[src/rtl/axi_lite_ram_ctrl_if.sv]
// AXI4-Lite bus bundle between the interconnect (master) and the RAM controller (slave).
interface axi_lite_ram_ctrl_if #(
  parameter int unsigned AXI_ADDR_WIDTH   = 8,
  parameter int unsigned DATA_WIDTH_BYTES = 4
) ();
  localparam int unsigned DataWidthBits = DATA_WIDTH_BYTES * 8;

  logic                        awvalid;
  logic                        awready;
  logic [AXI_ADDR_WIDTH-1:0]   awaddr;
  logic                        wvalid;
  logic                        wready;
  logic [DataWidthBits-1:0]    wdata;
  logic [DATA_WIDTH_BYTES-1:0] wstrb;
  logic                        bvalid;
  logic                        bready;
  logic [1:0]                  bresp;
  logic                        arvalid;
  logic                        arready;
  logic [AXI_ADDR_WIDTH-1:0]   araddr;
  logic                        rvalid;
  logic                        rready;
  logic [DataWidthBits-1:0]    rdata;
  logic [1:0]                  rresp;

  modport master (
    output awvalid, awaddr, wvalid, wdata, wstrb, bready, arvalid, araddr, rready,
    input  awready, wready, bvalid, bresp, arready, rvalid, rdata, rresp
  );

  modport slave (
    input  awvalid, awaddr, wvalid, wdata, wstrb, bready, arvalid, araddr, rready,
    output awready, wready, bvalid, bresp, arready, rvalid, rdata, rresp
  );
endinterface

[src/rtl/axi_lite_ram_ctrl.sv]
// AXI4-Lite slave in front of a single-cycle RAM. Writes are done as read-modify-write so that
// WSTRB is honoured even though the RAM zeroes unstrobed bytes. The write merge and the AXI read
// share the RAM read port through an alternating-priority arbiter.
module axi_lite_ram_ctrl #(
  parameter  int unsigned NUM_SLOTS        = 6,
  parameter  int unsigned DATA_WIDTH_BYTES = 4,
  parameter  int unsigned AXI_ADDR_WIDTH   = 8,
  localparam int unsigned ADDR_WIDTH_BITS  = $clog2(NUM_SLOTS),
  localparam int unsigned DATA_WIDTH_BITS  = DATA_WIDTH_BYTES * 8
) (
  input  logic                        clk,
  input  logic                        rst,
  axi_lite_ram_ctrl_if.slave          axi,
  output logic                        ram_r_en,
  output logic [ADDR_WIDTH_BITS-1:0]  ram_r_addr,
  input  logic [DATA_WIDTH_BITS-1:0]  ram_r_data,
  output logic                        ram_w_en,
  output logic [ADDR_WIDTH_BITS-1:0]  ram_w_addr,
  output logic [DATA_WIDTH_BITS-1:0]  ram_w_data,
  output logic [DATA_WIDTH_BYTES-1:0] ram_w_strb
);

  localparam int unsigned OffsetBits = $clog2(DATA_WIDTH_BYTES);
  localparam logic [1:0]  RespOkay   = 2'b00;
  localparam logic [1:0]  RespSlvErr = 2'b10;
  // last_winner encoding; reset to WinRead so the write side wins the first contention.
  localparam logic        WinWrite   = 1'b0;
  localparam logic        WinRead    = 1'b1;

  typedef enum logic [1:0] {WrIdle, WrMerge, WrResp} wr_state_e;
  typedef enum logic [1:0] {RdIdle, RdFetch, RdResp} rd_state_e;

  function automatic logic in_range(input logic [AXI_ADDR_WIDTH-1:0] addr);
    return (addr >> OffsetBits) < AXI_ADDR_WIDTH'(NUM_SLOTS);
  endfunction

  function automatic logic [ADDR_WIDTH_BITS-1:0] slot_of(input logic [AXI_ADDR_WIDTH-1:0] addr);
    return ADDR_WIDTH_BITS'(addr >> OffsetBits);
  endfunction

  wr_state_e                   wr_state_q, wr_state_d;
  logic                        aw_held_q, aw_held_d;
  logic                        w_held_q, w_held_d;
  logic [AXI_ADDR_WIDTH-1:0]   awaddr_q, awaddr_d;
  logic [DATA_WIDTH_BITS-1:0]  wdata_q, wdata_d;
  logic [DATA_WIDTH_BYTES-1:0] wstrb_q, wstrb_d;
  logic [1:0]                  bresp_q, bresp_d;

  rd_state_e                   rd_state_q, rd_state_d;
  logic [AXI_ADDR_WIDTH-1:0]   araddr_q, araddr_d;
  logic [DATA_WIDTH_BITS-1:0]  rdata_q, rdata_d;
  logic [1:0]                  rresp_q, rresp_d;

  logic                        last_winner_q, last_winner_d;
  logic                        wr_req, rd_req;
  logic                        grant_wr, grant_rd;

  // ---------------------------------------------------------------------------------------------
  // Write path
  // ---------------------------------------------------------------------------------------------

  // Write FSM state register.
  always_ff @(posedge clk or posedge rst) begin
    if (rst) begin
      wr_state_q <= WrIdle;
    end else begin
      wr_state_q <= wr_state_d;
    end
  end

  // Write FSM next state and holding-register updates; AW and W are captured independently.
  always_comb begin
    wr_state_d = wr_state_q;
    aw_held_d  = aw_held_q;
    w_held_d   = w_held_q;
    awaddr_d   = awaddr_q;
    wdata_d    = wdata_q;
    wstrb_d    = wstrb_q;
    bresp_d    = bresp_q;
    unique case (wr_state_q)
      WrIdle: begin
        if (axi.awvalid && !aw_held_q) begin
          aw_held_d = 1'b1;
          awaddr_d  = axi.awaddr;
        end
        if (axi.wvalid && !w_held_q) begin
          w_held_d = 1'b1;
          wdata_d  = axi.wdata;
          wstrb_d  = axi.wstrb;
        end
        // Decide on the incoming values so a same-cycle AW+W merges in the very next cycle.
        if (aw_held_d && w_held_d) begin
          if (in_range(awaddr_d)) begin
            wr_state_d = WrMerge;
            bresp_d    = RespOkay;
          end else begin
            wr_state_d = WrResp;
            bresp_d    = RespSlvErr;
          end
        end
      end
      WrMerge: begin
        if (grant_wr) begin
          wr_state_d = WrResp;
        end
      end
      WrResp: begin
        if (axi.bready) begin
          wr_state_d = WrIdle;
          aw_held_d  = 1'b0;
          w_held_d   = 1'b0;
        end
      end
      default: wr_state_d = WrIdle;
    endcase
  end

  // Write FSM outputs: channel readies, response valid and arbiter request.
  always_comb begin
    axi.awready = 1'b0;
    axi.wready  = 1'b0;
    axi.bvalid  = 1'b0;
    wr_req      = 1'b0;
    unique case (wr_state_q)
      WrIdle: begin
        axi.awready = ~aw_held_q;
        axi.wready  = ~w_held_q;
      end
      WrMerge: wr_req     = 1'b1;
      WrResp:  axi.bvalid = 1'b1;
      default: ;
    endcase
  end

  assign axi.bresp = bresp_q;

  // Write holding registers.
  always_ff @(posedge clk or posedge rst) begin
    if (rst) begin
      aw_held_q <= 1'b0;
      w_held_q  <= 1'b0;
      awaddr_q  <= '0;
      wdata_q   <= '0;
      wstrb_q   <= '0;
      bresp_q   <= RespOkay;
    end else begin
      aw_held_q <= aw_held_d;
      w_held_q  <= w_held_d;
      awaddr_q  <= awaddr_d;
      wdata_q   <= wdata_d;
      wstrb_q   <= wstrb_d;
      bresp_q   <= bresp_d;
    end
  end

  // ---------------------------------------------------------------------------------------------
  // Read path
  // ---------------------------------------------------------------------------------------------

  // Read FSM state register.
  always_ff @(posedge clk or posedge rst) begin
    if (rst) begin
      rd_state_q <= RdIdle;
    end else begin
      rd_state_q <= rd_state_d;
    end
  end

  // Read FSM next state; out-of-range reads skip the RAM and answer SLVERR with zero data.
  always_comb begin
    rd_state_d = rd_state_q;
    araddr_d   = araddr_q;
    rdata_d    = rdata_q;
    rresp_d    = rresp_q;
    unique case (rd_state_q)
      RdIdle: begin
        if (axi.arvalid) begin
          araddr_d = axi.araddr;
          if (in_range(axi.araddr)) begin
            rd_state_d = RdFetch;
          end else begin
            rd_state_d = RdResp;
            rdata_d    = '0;
            rresp_d    = RespSlvErr;
          end
        end
      end
      RdFetch: begin
        if (grant_rd) begin
          rd_state_d = RdResp;
          rdata_d    = ram_r_data;
          rresp_d    = RespOkay;
        end
      end
      RdResp: begin
        if (axi.rready) begin
          rd_state_d = RdIdle;
        end
      end
      default: rd_state_d = RdIdle;
    endcase
  end

  // Read FSM outputs: address ready, response valid and arbiter request.
  always_comb begin
    axi.arready = 1'b0;
    axi.rvalid  = 1'b0;
    rd_req      = 1'b0;
    unique case (rd_state_q)
      RdIdle:  axi.arready = 1'b1;
      RdFetch: rd_req      = 1'b1;
      RdResp:  axi.rvalid  = 1'b1;
      default: ;
    endcase
  end

  assign axi.rdata = rdata_q;
  assign axi.rresp = rresp_q;

  // Read capture registers.
  always_ff @(posedge clk or posedge rst) begin
    if (rst) begin
      araddr_q <= '0;
      rdata_q  <= '0;
      rresp_q  <= RespOkay;
    end else begin
      araddr_q <= araddr_d;
      rdata_q  <= rdata_d;
      rresp_q  <= rresp_d;
    end
  end

  // ---------------------------------------------------------------------------------------------
  // RAM read-port arbiter and RAM port drive
  // ---------------------------------------------------------------------------------------------

  // Lone requests win immediately; on contention the previous loser wins.
  always_comb begin
    grant_wr      = 1'b0;
    grant_rd      = 1'b0;
    last_winner_d = last_winner_q;
    if (wr_req && rd_req) begin
      if (last_winner_q == WinRead) begin
        grant_wr      = 1'b1;
        last_winner_d = WinWrite;
      end else begin
        grant_rd      = 1'b1;
        last_winner_d = WinRead;
      end
    end else begin
      grant_wr = wr_req;
      grant_rd = rd_req;
    end
  end

  // Arbiter history, updated only on contention.
  always_ff @(posedge clk or posedge rst) begin
    if (rst) begin
      last_winner_q <= WinRead;
    end else begin
      last_winner_q <= last_winner_d;
    end
  end

  // RAM port: a write grant reads and rewrites the full word with strobed bytes replaced.
  always_comb begin
    ram_r_en   = 1'b0;
    ram_r_addr = '0;
    ram_w_en   = 1'b0;
    ram_w_addr = '0;
    ram_w_data = '0;
    ram_w_strb = '0;
    if (grant_wr) begin
      ram_r_en   = 1'b1;
      ram_r_addr = slot_of(awaddr_q);
      ram_w_en   = 1'b1;
      ram_w_addr = slot_of(awaddr_q);
      ram_w_strb = '1;
      for (int i = 0; i < int'(DATA_WIDTH_BYTES); i++) begin
        ram_w_data[i*8 +: 8] = wstrb_q[i] ? wdata_q[i*8 +: 8] : ram_r_data[i*8 +: 8];
      end
    end else if (grant_rd) begin
      ram_r_en   = 1'b1;
      ram_r_addr = slot_of(araddr_q);
    end
  end

endmodule

[src/flat_wrapper.sv]
// flat-port wrapper written by rule: the top's interface ports become plain ports
module axi_lite_ram_ctrl_flat 
#(
  parameter  int unsigned NUM_SLOTS        = 6,
  parameter  int unsigned DATA_WIDTH_BYTES = 4,
  parameter  int unsigned AXI_ADDR_WIDTH   = 8,
  localparam int unsigned ADDR_WIDTH_BITS  = $clog2(NUM_SLOTS),
  localparam int unsigned DATA_WIDTH_BITS  = DATA_WIDTH_BYTES * 8
)
  (clk, rst, ram_r_en, ram_r_addr, ram_r_data, ram_w_en, ram_w_addr, ram_w_data, ram_w_strb, axi_awvalid, axi_awaddr, axi_wvalid, axi_wdata, axi_wstrb, axi_bready, axi_arvalid, axi_araddr, axi_rready, axi_awready, axi_wready, axi_bvalid, axi_bresp, axi_arready, axi_rvalid, axi_rdata, axi_rresp);
  axi_lite_ram_ctrl_if #(.AXI_ADDR_WIDTH(AXI_ADDR_WIDTH), .DATA_WIDTH_BYTES(DATA_WIDTH_BYTES)) axi_i ();
  input  logic clk;
  input  logic rst;
  output logic ram_r_en;
  output logic [ADDR_WIDTH_BITS-1:0] ram_r_addr;
  input  logic [DATA_WIDTH_BITS-1:0] ram_r_data;
  output logic ram_w_en;
  output logic [ADDR_WIDTH_BITS-1:0] ram_w_addr;
  output logic [DATA_WIDTH_BITS-1:0] ram_w_data;
  output logic [DATA_WIDTH_BYTES-1:0] ram_w_strb;
  input wire logic [$bits(axi_i.awvalid)-1:0] axi_awvalid;
  input wire logic [$bits(axi_i.awaddr)-1:0] axi_awaddr;
  input wire logic [$bits(axi_i.wvalid)-1:0] axi_wvalid;
  input wire logic [$bits(axi_i.wdata)-1:0] axi_wdata;
  input wire logic [$bits(axi_i.wstrb)-1:0] axi_wstrb;
  input wire logic [$bits(axi_i.bready)-1:0] axi_bready;
  input wire logic [$bits(axi_i.arvalid)-1:0] axi_arvalid;
  input wire logic [$bits(axi_i.araddr)-1:0] axi_araddr;
  input wire logic [$bits(axi_i.rready)-1:0] axi_rready;
  output wire logic [$bits(axi_i.awready)-1:0] axi_awready;
  output wire logic [$bits(axi_i.wready)-1:0] axi_wready;
  output wire logic [$bits(axi_i.bvalid)-1:0] axi_bvalid;
  output wire logic [$bits(axi_i.bresp)-1:0] axi_bresp;
  output wire logic [$bits(axi_i.arready)-1:0] axi_arready;
  output wire logic [$bits(axi_i.rvalid)-1:0] axi_rvalid;
  output wire logic [$bits(axi_i.rdata)-1:0] axi_rdata;
  output wire logic [$bits(axi_i.rresp)-1:0] axi_rresp;
  assign axi_i.awvalid = axi_awvalid;
  assign axi_i.awaddr = axi_awaddr;
  assign axi_i.wvalid = axi_wvalid;
  assign axi_i.wdata = axi_wdata;
  assign axi_i.wstrb = axi_wstrb;
  assign axi_i.bready = axi_bready;
  assign axi_i.arvalid = axi_arvalid;
  assign axi_i.araddr = axi_araddr;
  assign axi_i.rready = axi_rready;
  assign axi_awready = axi_i.awready;
  assign axi_wready = axi_i.wready;
  assign axi_bvalid = axi_i.bvalid;
  assign axi_bresp = axi_i.bresp;
  assign axi_arready = axi_i.arready;
  assign axi_rvalid = axi_i.rvalid;
  assign axi_rdata = axi_i.rdata;
  assign axi_rresp = axi_i.rresp;
  axi_lite_ram_ctrl #(.NUM_SLOTS(NUM_SLOTS), .DATA_WIDTH_BYTES(DATA_WIDTH_BYTES), .AXI_ADDR_WIDTH(AXI_ADDR_WIDTH)) u_core (.clk(clk), .rst(rst), .axi(axi_i), .ram_r_en(ram_r_en), .ram_r_addr(ram_r_addr), .ram_r_data(ram_r_data), .ram_w_en(ram_w_en), .ram_w_addr(ram_w_addr), .ram_w_data(ram_w_data), .ram_w_strb(ram_w_strb));
endmodule
[config.mk]
export PLATFORM = sky130hd
export DESIGN_NAME = axi_lite_ram_ctrl_flat
export DESIGN_NICKNAME = d
export VERILOG_FILES = /design/src/rtl/axi_lite_ram_ctrl_if.sv /design/src/rtl/axi_lite_ram_ctrl.sv /design/src/flat_wrapper.sv
export SDC_FILE = /design/constraint.sdc
export NUM_CORES = 1
export LEC_CHECK = 0
export CAP_MARGIN = 20
export CORE_UTILIZATION = 42
export DETAILED_ROUTE_END_ITERATION = 6
export PLACE_DENSITY = 0.79
export SYNTH_ARGS = -nofsm -noshare
export SYNTH_HDL_FRONTEND = slang
export SYNTH_SLANG_ARGS = --single-unit
export TNS_END_PERCENT = 100
[constraint.sdc]
create_clock -name clk -period 3.1 [get_ports clk]
set_input_delay 0.62 -clock clk [delete_from_list [all_inputs] [get_ports clk]]
set_output_delay 0.62 -clock clk [all_outputs]
set_load 0.1 [all_outputs]
# Word-level counts from Yosys, hierarchy flattened
# Index checks and enable logic that the tools add are counted.
[classes]
magnitude_cmp = 2
eq_ne = 11
n_mux = 51
n_bitwise = 2
n_reduce_logical = 17
[op_table]
columns = ["op", "n"]
rows = [
  ["$mux 32", 4],
  ["$pmux 32 s2", 1],
  ["$mux 8", 6],
  ["$mux 2", 12],
  ["$mux 1", 19],
  ["$lt 6x3->1 const B", 2],
  ["$pmux 2 s3", 2],
  ["$mux 3", 3],
  ["$ne 2x2->1 const B", 4],
  ["$reduce_and 2->1", 4],
  ["$ne 2x1->1 const B", 3],
  ["$reduce_and 3->1", 2],
  ["$eq 2x1->1 const B", 2],
  ["$eq 2x2->1 const B", 2],
  ["$logic_and 1x1->1", 4],
  ["$logic_not 2->1", 2],
  ["$mux 4", 1],
  ["$pmux 1 s2", 2],
  ["$pmux 2 s2", 1],
  ["$reduce_and 4->1", 1],
  ["$reduce_bool 2->1", 2],
  ["$logic_not 1->1", 2],
  ["$not 1->1", 2],
]
[word_totals]
regBits = 90
input_bits = 91
output_inout_bits = 85
word_cells = 95

# Depth between registers and ports, before layout
# Gate-level depths: netlist of run 1.
[logic_depth]
ltp_word = 8
depth_mapped = 8
depth_no_buf = 4

# Worst setup path after synthesis of run 1
# OpenSTA, ideal clock, no wires.
[synth_timing]
path_kind = "reg-to-reg"
start = "register u_core.wr_state_q[0]"
end = "register u_core.wdata_q[0]"
setup_ps = 125
arrival_ps = 3771
required_ps = 2975
path_slack_ps = -796
stages_incl_launch_ff = 7
n_path_buf = 3
period_less_slack_ps = 3896
cell_sequence = "dfrtp_1 buf_6 nor3_1 and2_1 clkbuf_1 buf_2 mux2_2"
[synth_between]
elab_chain_cells = 2
[synth_rtl]
columns = ["item", "line", "source"]
rows = [
  ["start: declaration", "axi_lite_ram_ctrl.sv:41", "wr_state_e wr_state_q, wr_state_d;"],
  ["start signal: assignment", "axi_lite_ram_ctrl.sv:65", "wr_state_q <= WrIdle;"],
  ["start signal: assignment", "axi_lite_ram_ctrl.sv:67", "wr_state_q <= wr_state_d;"],
  ["$logic_not 2->1", "axi_lite_ram_ctrl.sv:80", "unique case (wr_state_q)"],
  ["$reduce_and 2->1 (no source line)", "n/a", ""],
  ["end signal: assignment", "axi_lite_ram_ctrl.sv:150", "wdata_q <= wdata_d;"],
  ["end: declaration", "axi_lite_ram_ctrl.sv:45", "logic [DATA_WIDTH_BITS-1:0] wdata_q, wdata_d;"],
]
# Every way passes these cells.
# A chain may end at the register's enable or synchronous reset.

# Final worst setup path of run 1
[layout_timing]
start = "register u_core.rd_state_q[1]"
end = "output port ram_w_data[19]"
[layout_between]
elab_chain_cells = 5
[layout_rtl]
columns = ["item", "line", "source"]
rows = [
  ["start: declaration", "axi_lite_ram_ctrl.sv:49", "rd_state_e rd_state_q, rd_state_d;"],
  ["start signal: assignment", "axi_lite_ram_ctrl.sv:163", "rd_state_q <= RdIdle;"],
  ["start signal: assignment", "axi_lite_ram_ctrl.sv:165", "rd_state_q <= rd_state_d;"],
  ["$eq 2x1->1", "axi_lite_ram_ctrl.sv:209", "unique case (rd_state_q)"],
  ["$mux 1", "axi_lite_ram_ctrl.sv:209", ""],
  ["$logic_and 1x1->1", "axi_lite_ram_ctrl.sv:242", "if (wr_req && rd_req) begin"],
  ["$mux 1", "axi_lite_ram_ctrl.sv:242", ""],
  ["$mux 32", "axi_lite_ram_ctrl.sv:273", "if (grant_wr) begin"],
  ["end: declaration", "flat_wrapper.sv:19", "output logic [DATA_WIDTH_BITS-1:0] ram_w_data;"],
]
# Every way passes these cells.

==> results.cfg, run 1 <==
[floorplanning]
coreArea_um2 = 8890
dieArea_um2 = 9730
io_pins = 176
dieHeight_um = 98.7
row_count = 34
initial_utilization = 0.441
fp.dieW_um = 98.7

[layout]
layout-drive-gt1-share = 0.329
syn_to_final_growth_pct = 52.9
post-route-util = 0.675
final_cells = 595
fin_nets = 573
antennaDiodeCount = 0
post-route-cell-area_um2 = 6000

[critical_path]
crit_type = reg -> out
reg2reg_slack_ns = 0.98
cp-end-kind = output pin
critical_path_arrival_ns = 2.23
path_max_fanout = 25
critPathLaunchType = flop
cp.required_ns = 2.48

[timing]
hold_viol = 0
period_minus_slack_ns = 2.85
fmax_mhz = 351
rsz0062_at_grt = no
setup_viol = 0
fin_skew_ns = 0.00976
setup_tns_ns = 0
hold_slack_ns = 0.511
fin_crit_sh = 0.919
maxSlewViolCount = 0

[global_routing]
top_usage_layer = met2
antenna_found_initial = 0
met3_usage = 0.0426
use_met1 = 0.273
track_usage = 0.221
first_global_vias = 3371
met2_usage = 0.380
overflow = 0
grt_max_degree = 42
grt_pass1_wl_um = 16900

[hold_path]
min_path_type = reg -> reg

[outcome]
status = complete, no violations

[detailed_routing]
drc = 0
drt_iter0_drc = 149
via_count = 3159
wl_per_cell_um = 16.9
routed_wl_um = 10100
ant_nets = 0
drtPass1Iterations = 4
viasPerCell = 5.31

[clocking]
ctsResizeCount = 0
ctsLongestPathBuffers = 2
cts-root-buf = clkbuf_8
cts.sinks = 86
clk_latency_ns = 0.35
cts_tree = done
postCtsSetupBuffers = 0
clk_pin_slew_ns = 0.09
h-tree-depth = 3
cts-buffers-inserted = 9
cts.hold.buffers_added = 0

[place]
place_inst = 579
port_buffers = 169
gp_congestion = 0.810
dp_hpwl_um = 7430
placed_area_um2 = 5800

[logic_synthesis]
synth-warning-count = 0
synth_area_um2 = 3920
ys_ff_latch = 86
yosysSeqAreaShare = 0.549
ys_types = 30
synthCells = 321
syn_area_per_cell_um2 = 12.2

[power]
leakage_nw = 2.76
cellPowerDensity_nw_per_um2 = 800
max-vdd-ir-drop_uv = 390

[run]
drv_cap = 0
## through the flow
step                      setup slack, ns  total power [W]
after CTS                           0.226          0.00484
after global routing               0.0790          0.00506
final                               0.250          0.00480
after global placement              0.653          0.00398
after detailed placement            0.624          0.00404
after floorplan                    0.0344          0.00345
## worst paths after layout
check,from,end,cells past startpoint
min reg2reg,u_core.axi.rdata[19]$_DFFE_PP0P_,u_core.axi.rdata[19]$_DFFE_PP0P_,1
min in group asynchronous,rst,u_core.axi.rdata[9]$_DFFE_PP0P_,2
max in group asynchronous,rst,u_core.wdata_q[20]$_DFFE_PP0P_,3
max reg2reg,u_core.wr_state_q[1]$_DFFE_PP0P_,u_core.axi.rdata[15]$_DFFE_PP0P_,4
min,u_core.axi.rdata[19]$_DFFE_PP0P_,u_core.axi.rdata[19]$_DFFE_PP0P_,1
max,u_core.rd_state_q[1]$_DFFE_PP0P_,ram_w_data[19],5
## area by class of cell
type                            count  area, µm²
Clock inverter                      7       71.3
Multi-Input combinational cell    204       1610
Tap cell                          108        135
Sequential cell                    86       2150
Fill cell                         680       2890
Clock buffer                        9        124
Inverter                            5       20.0
Timing Repair Buffer              176       1890
## kinds of logic (layout without fill, tap and decap cells)
family,after synthesis,count (layout),synth area share
muxes,77,77,0.211
DFF,86,86,0.549
AOI/OAI and AO/OA,54,54,0.106
and+or+nand+nor,71,71,0.0845
buffers and inverters,32,197,0.0488
other,1,2,0.000956
## cell usage after synthesis
master,number,area [µm²]
a21o_1,1,7.51
a21oi_1,6,30.0
a22o_1,36,315
a31oi_1,1,6.26
and2_1,4,25.0
and3_1,2,12.5
buf_1,2,7.51
buf_2,3,15.0
buf_4,6,45.0
buf_6,6,67.6
clkbuf_1,10,37.5
conb_1,1,3.75
dfrtp_1,85,2130
dfstp_2,1,26.3
inv_1,5,18.8
mux2_2,45,507
mux2i_1,32,320
nand2_1,9,33.8
nand2b_1,6,37.5
nand3_1,2,10.0
nor2_1,38,143
nor2b_1,2,12.5
nor2b_4,1,13.8
nor3_1,4,20.0
nor4_1,2,12.5
o2111a_1,1,11.3
o21ai_0,6,30.0
o21ai_1,2,10.0
o22ai_1,1,6.26
or4_4,1,11.3
## critical path: stages, from the launching register on
cell and delay, ns:
dfrtp_1 0.42, nand2b_1 0.27, o21ai_2 0.45, buf_4 0.40, nor2_1 0.09, buf_4 0.24
## sequential cells by signal (all words and copies together), names as in the netlist, 2 cells and up
signal and flops:
u_core.wstrb_q 4, u_core.rd_state_q 2, u_core.awaddr_q 6, u_core.wdata_q 32, u_core.axi.rdata 32, u_core.wr_state_q 2, u_core.araddr_q 3
## power breakdown
part | switching (W) | internal (W)
registers | 0.000348 | 0.00148
clock network | 0.000410 | 0.000377
logic | 0.00130 | 0.000882
## per-layer routing
layer	wire length [µm]	share of wire	vias up
met2	5070	0.50	116
met1	4270	0.42	1566
met3	485	0.048	19
li1	-	-	1458
met4	265	0.026	0
met5	0	0	-
## cell usage in the layout (no fill, tap or decap), types with 3 or more instances in the layout
master,n
clkdlybuf4s50_1,86
dfrtp_1,85
buf_4,62
mux2_2,45
nor2_1,38
a22o_1,36
mux2i_1,32
buf_12,28
nand2_1,9
clkbuf_8,9
nand2b_1,6
o21ai_0,6
a21oi_1,5
inv_1,4
clkinv_2,4
and2_1,3
inv_6,3
No activity file was read; power rests on OpenSTA's default activity.
==> run 2, diff against run 1 <==
==> constraint.sdc (replaced) <==
create_clock -name clk -period 3 [get_ports clk]
set_input_delay 0.6 -clock clk [delete_from_list [all_inputs] [get_ports clk]]
set_output_delay 0.6 -clock clk [all_outputs]
set_load 0.1 [all_outputs]
==> run 2 against run 1 <==
Effect of this change: core utilization is 0.31 points higher; sequential power hardly changed; combinational power is 5% higher; first-iteration DRC count is 25% lower; via count is 0.51% lower; clock power is 6.2% higher; non-clock buffer count stayed put; die area stayed put; worst hold slack worse by 0.0030 ns; register-to-register slack worse by 0.10 ns.
==> results.cfg, run 2 (synthesis results as in run 1) <==
[layout]
final_common_cell = clkdlybuf4s50_1
fillCellCount = 692
fin_nets = 573
post-route-cell-area_um2 = 6030
multi_input_area_um2 = 1620
syn_to_final_growth_pct = 53.6
antennaDiodeCount = 0
register_area_um2 = 2150
most-common-layout-cells = clkdlybuf4s50_1, dfrtp_1, buf_4, mux2_2, nor2_1
layout-drive-gt1-share = 0.341

[clocking]
ctsLongestPathBuffers = 2
cts.hold.buffers_added = 0
clk_pin_slew_ns = 0.09
ctsResizeCount = 0
clk_latency_ns = 0.35
cts-root-buf = clkbuf_8
cts-buffers-inserted = 9
cts_tree = done
cts.sinks = 86
postCtsSetupBuffers = 0
h-tree-depth = 3

[floorplanning]
row_count = 34
dieHeight_um = 98.7
coreArea_um2 = 8890
fp.dieW_um = 98.7
io_pins = 176
dieArea_um2 = 9730
initial_utilization = 0.441

[detailed_routing]
via_count = 3143
wl_per_cell_um = 16.7
topRoutingLayerUsed = met4
drc = 0
routed_wl_um = 9940
drtPass1Iterations = 4
met3_length_um = 567
viasPerCell = 5.28
ant_nets = 0
dr_wl_met2_um = 5150
met1_length_um = 4090
drt_iter0_drc = 112

[critical_path]
critical_path_arrival_ns = 2.23
cp.required_ns = 2.40
critPathLaunchType = flop
cp-end-kind = output pin
path_max_fanout = 11
crit_type = reg -> out

[power]
power_w = 0.00499
leakage_nw = 2.77
cellPowerDensity_nw_per_um2 = 827
max-vdd-ir-drop_uv = 423

[place]
dp_hpwl_um = 7120
port_buffers = 169
gp_congestion = 0.772
placed_area_um2 = 5820

[timing]
hold_viol = 0
setup_viol = 0
setup_tns_ns = 0
fin_skew_ns = 0.0103
maxSlewViolCount = 0
rsz0062_at_grt = no
max_slew_margin = 0.623
period_minus_slack_ns = 2.83
fmax_mhz = 354
worst_slew_pin_slew_ns = 0.565
fin_crit_sh = 0.942

[global_routing]
grt_pass1_wl_um = 16100
first_global_vias = 3246
antenna_found_initial = 0
track_usage = 0.212
grt_max_degree = 87
overflow = 0

[hold_path]
min_path_type = reg -> reg

[outcome]
status = complete, no violations

[run]
drv_cap = 0
run 2: cell types whose count changed in the layout (fill, tap and decap cells not counted), sizes merged:
| cell | change |
|---|---|
| clkinv | -1 |
| inv | +1 |
run 2: final timing paths:
check | start | end | slack [ns] | depth (start not counted)
worst max-delay path | u_core.wr_state_q[0]$_DFFE_PP0P_ | ram_r_addr[2] | 0.17 | 5
worst min-delay path | u_core.axi.rdata[5]$_DFFE_PP0P_ | u_core.axi.rdata[5]$_DFFE_PP0P_ | 0.51 | 1
worst max register to register | u_core.wr_state_q[0]$_DFFE_PP0P_ | u_core.axi.rdata[26]$_DFFE_PP0P_ | 0.88 | 4
worst min register to register | u_core.axi.rdata[5]$_DFFE_PP0P_ | u_core.axi.rdata[5]$_DFFE_PP0P_ | 0.51 | 1
max in group asynchronous | rst | u_core.last_winner_q$_DFFE_PP1P_ | 1.94 | 3
min in group asynchronous | rst | u_core.wdata_q[10]$_DFFE_PP0P_ | 0.65 | 3
run 2: per-stage QoR:
| stage | instances | utilization | hold WS [ns] | setup slack (ns) |
|---|---|---|---|---|
| floorplan | 322 | - | 0.480 | 0.0172 |
| global placement | 579 | 0.655 | 0.488 | 0.522 |
| detailed placement | 579 | 0.655 | 0.496 | 0.469 |
| CTS | 595 | 0.678 | 0.516 | 0.166 |
| global route | 595 | 0.678 | 0.524 | 0.0267 |
| finish | 595 | 0.678 | 0.508 | 0.174 |
run 2: where the power goes:
group	switching (W)	total, W	internal [W]
registers	0.000333	0.00186	0.00153
clock network	0.000439	0.000836	0.000397
logic	0.00137	0.00229	0.000924
run 2: cell type report:
class,instances,area share
Sequential cell,86,0.357
Timing Repair Buffer,176,0.315
Multi-Input combinational cell,204,0.268
Tap cell,108,0.0224
Clock buffer,9,0.0206
Clock inverter,7,0.0131
Inverter,5,0.00332
run 2: critical path, stage by stage, from the launching register on:
cell,delay (ns)
dfrtp_1,0.60
nor2b_4,0.32
o21ai_2,0.09
inv_1,0.43
a22o_2,0.27
buf_12,0.18
run 2: metal layers:
layer,up-vias,GRT usage
met1,1568,0.253
met5,-,0
met4,0,0.0654
met2,108,0.375
li1,1459,-
met3,8,0.0560
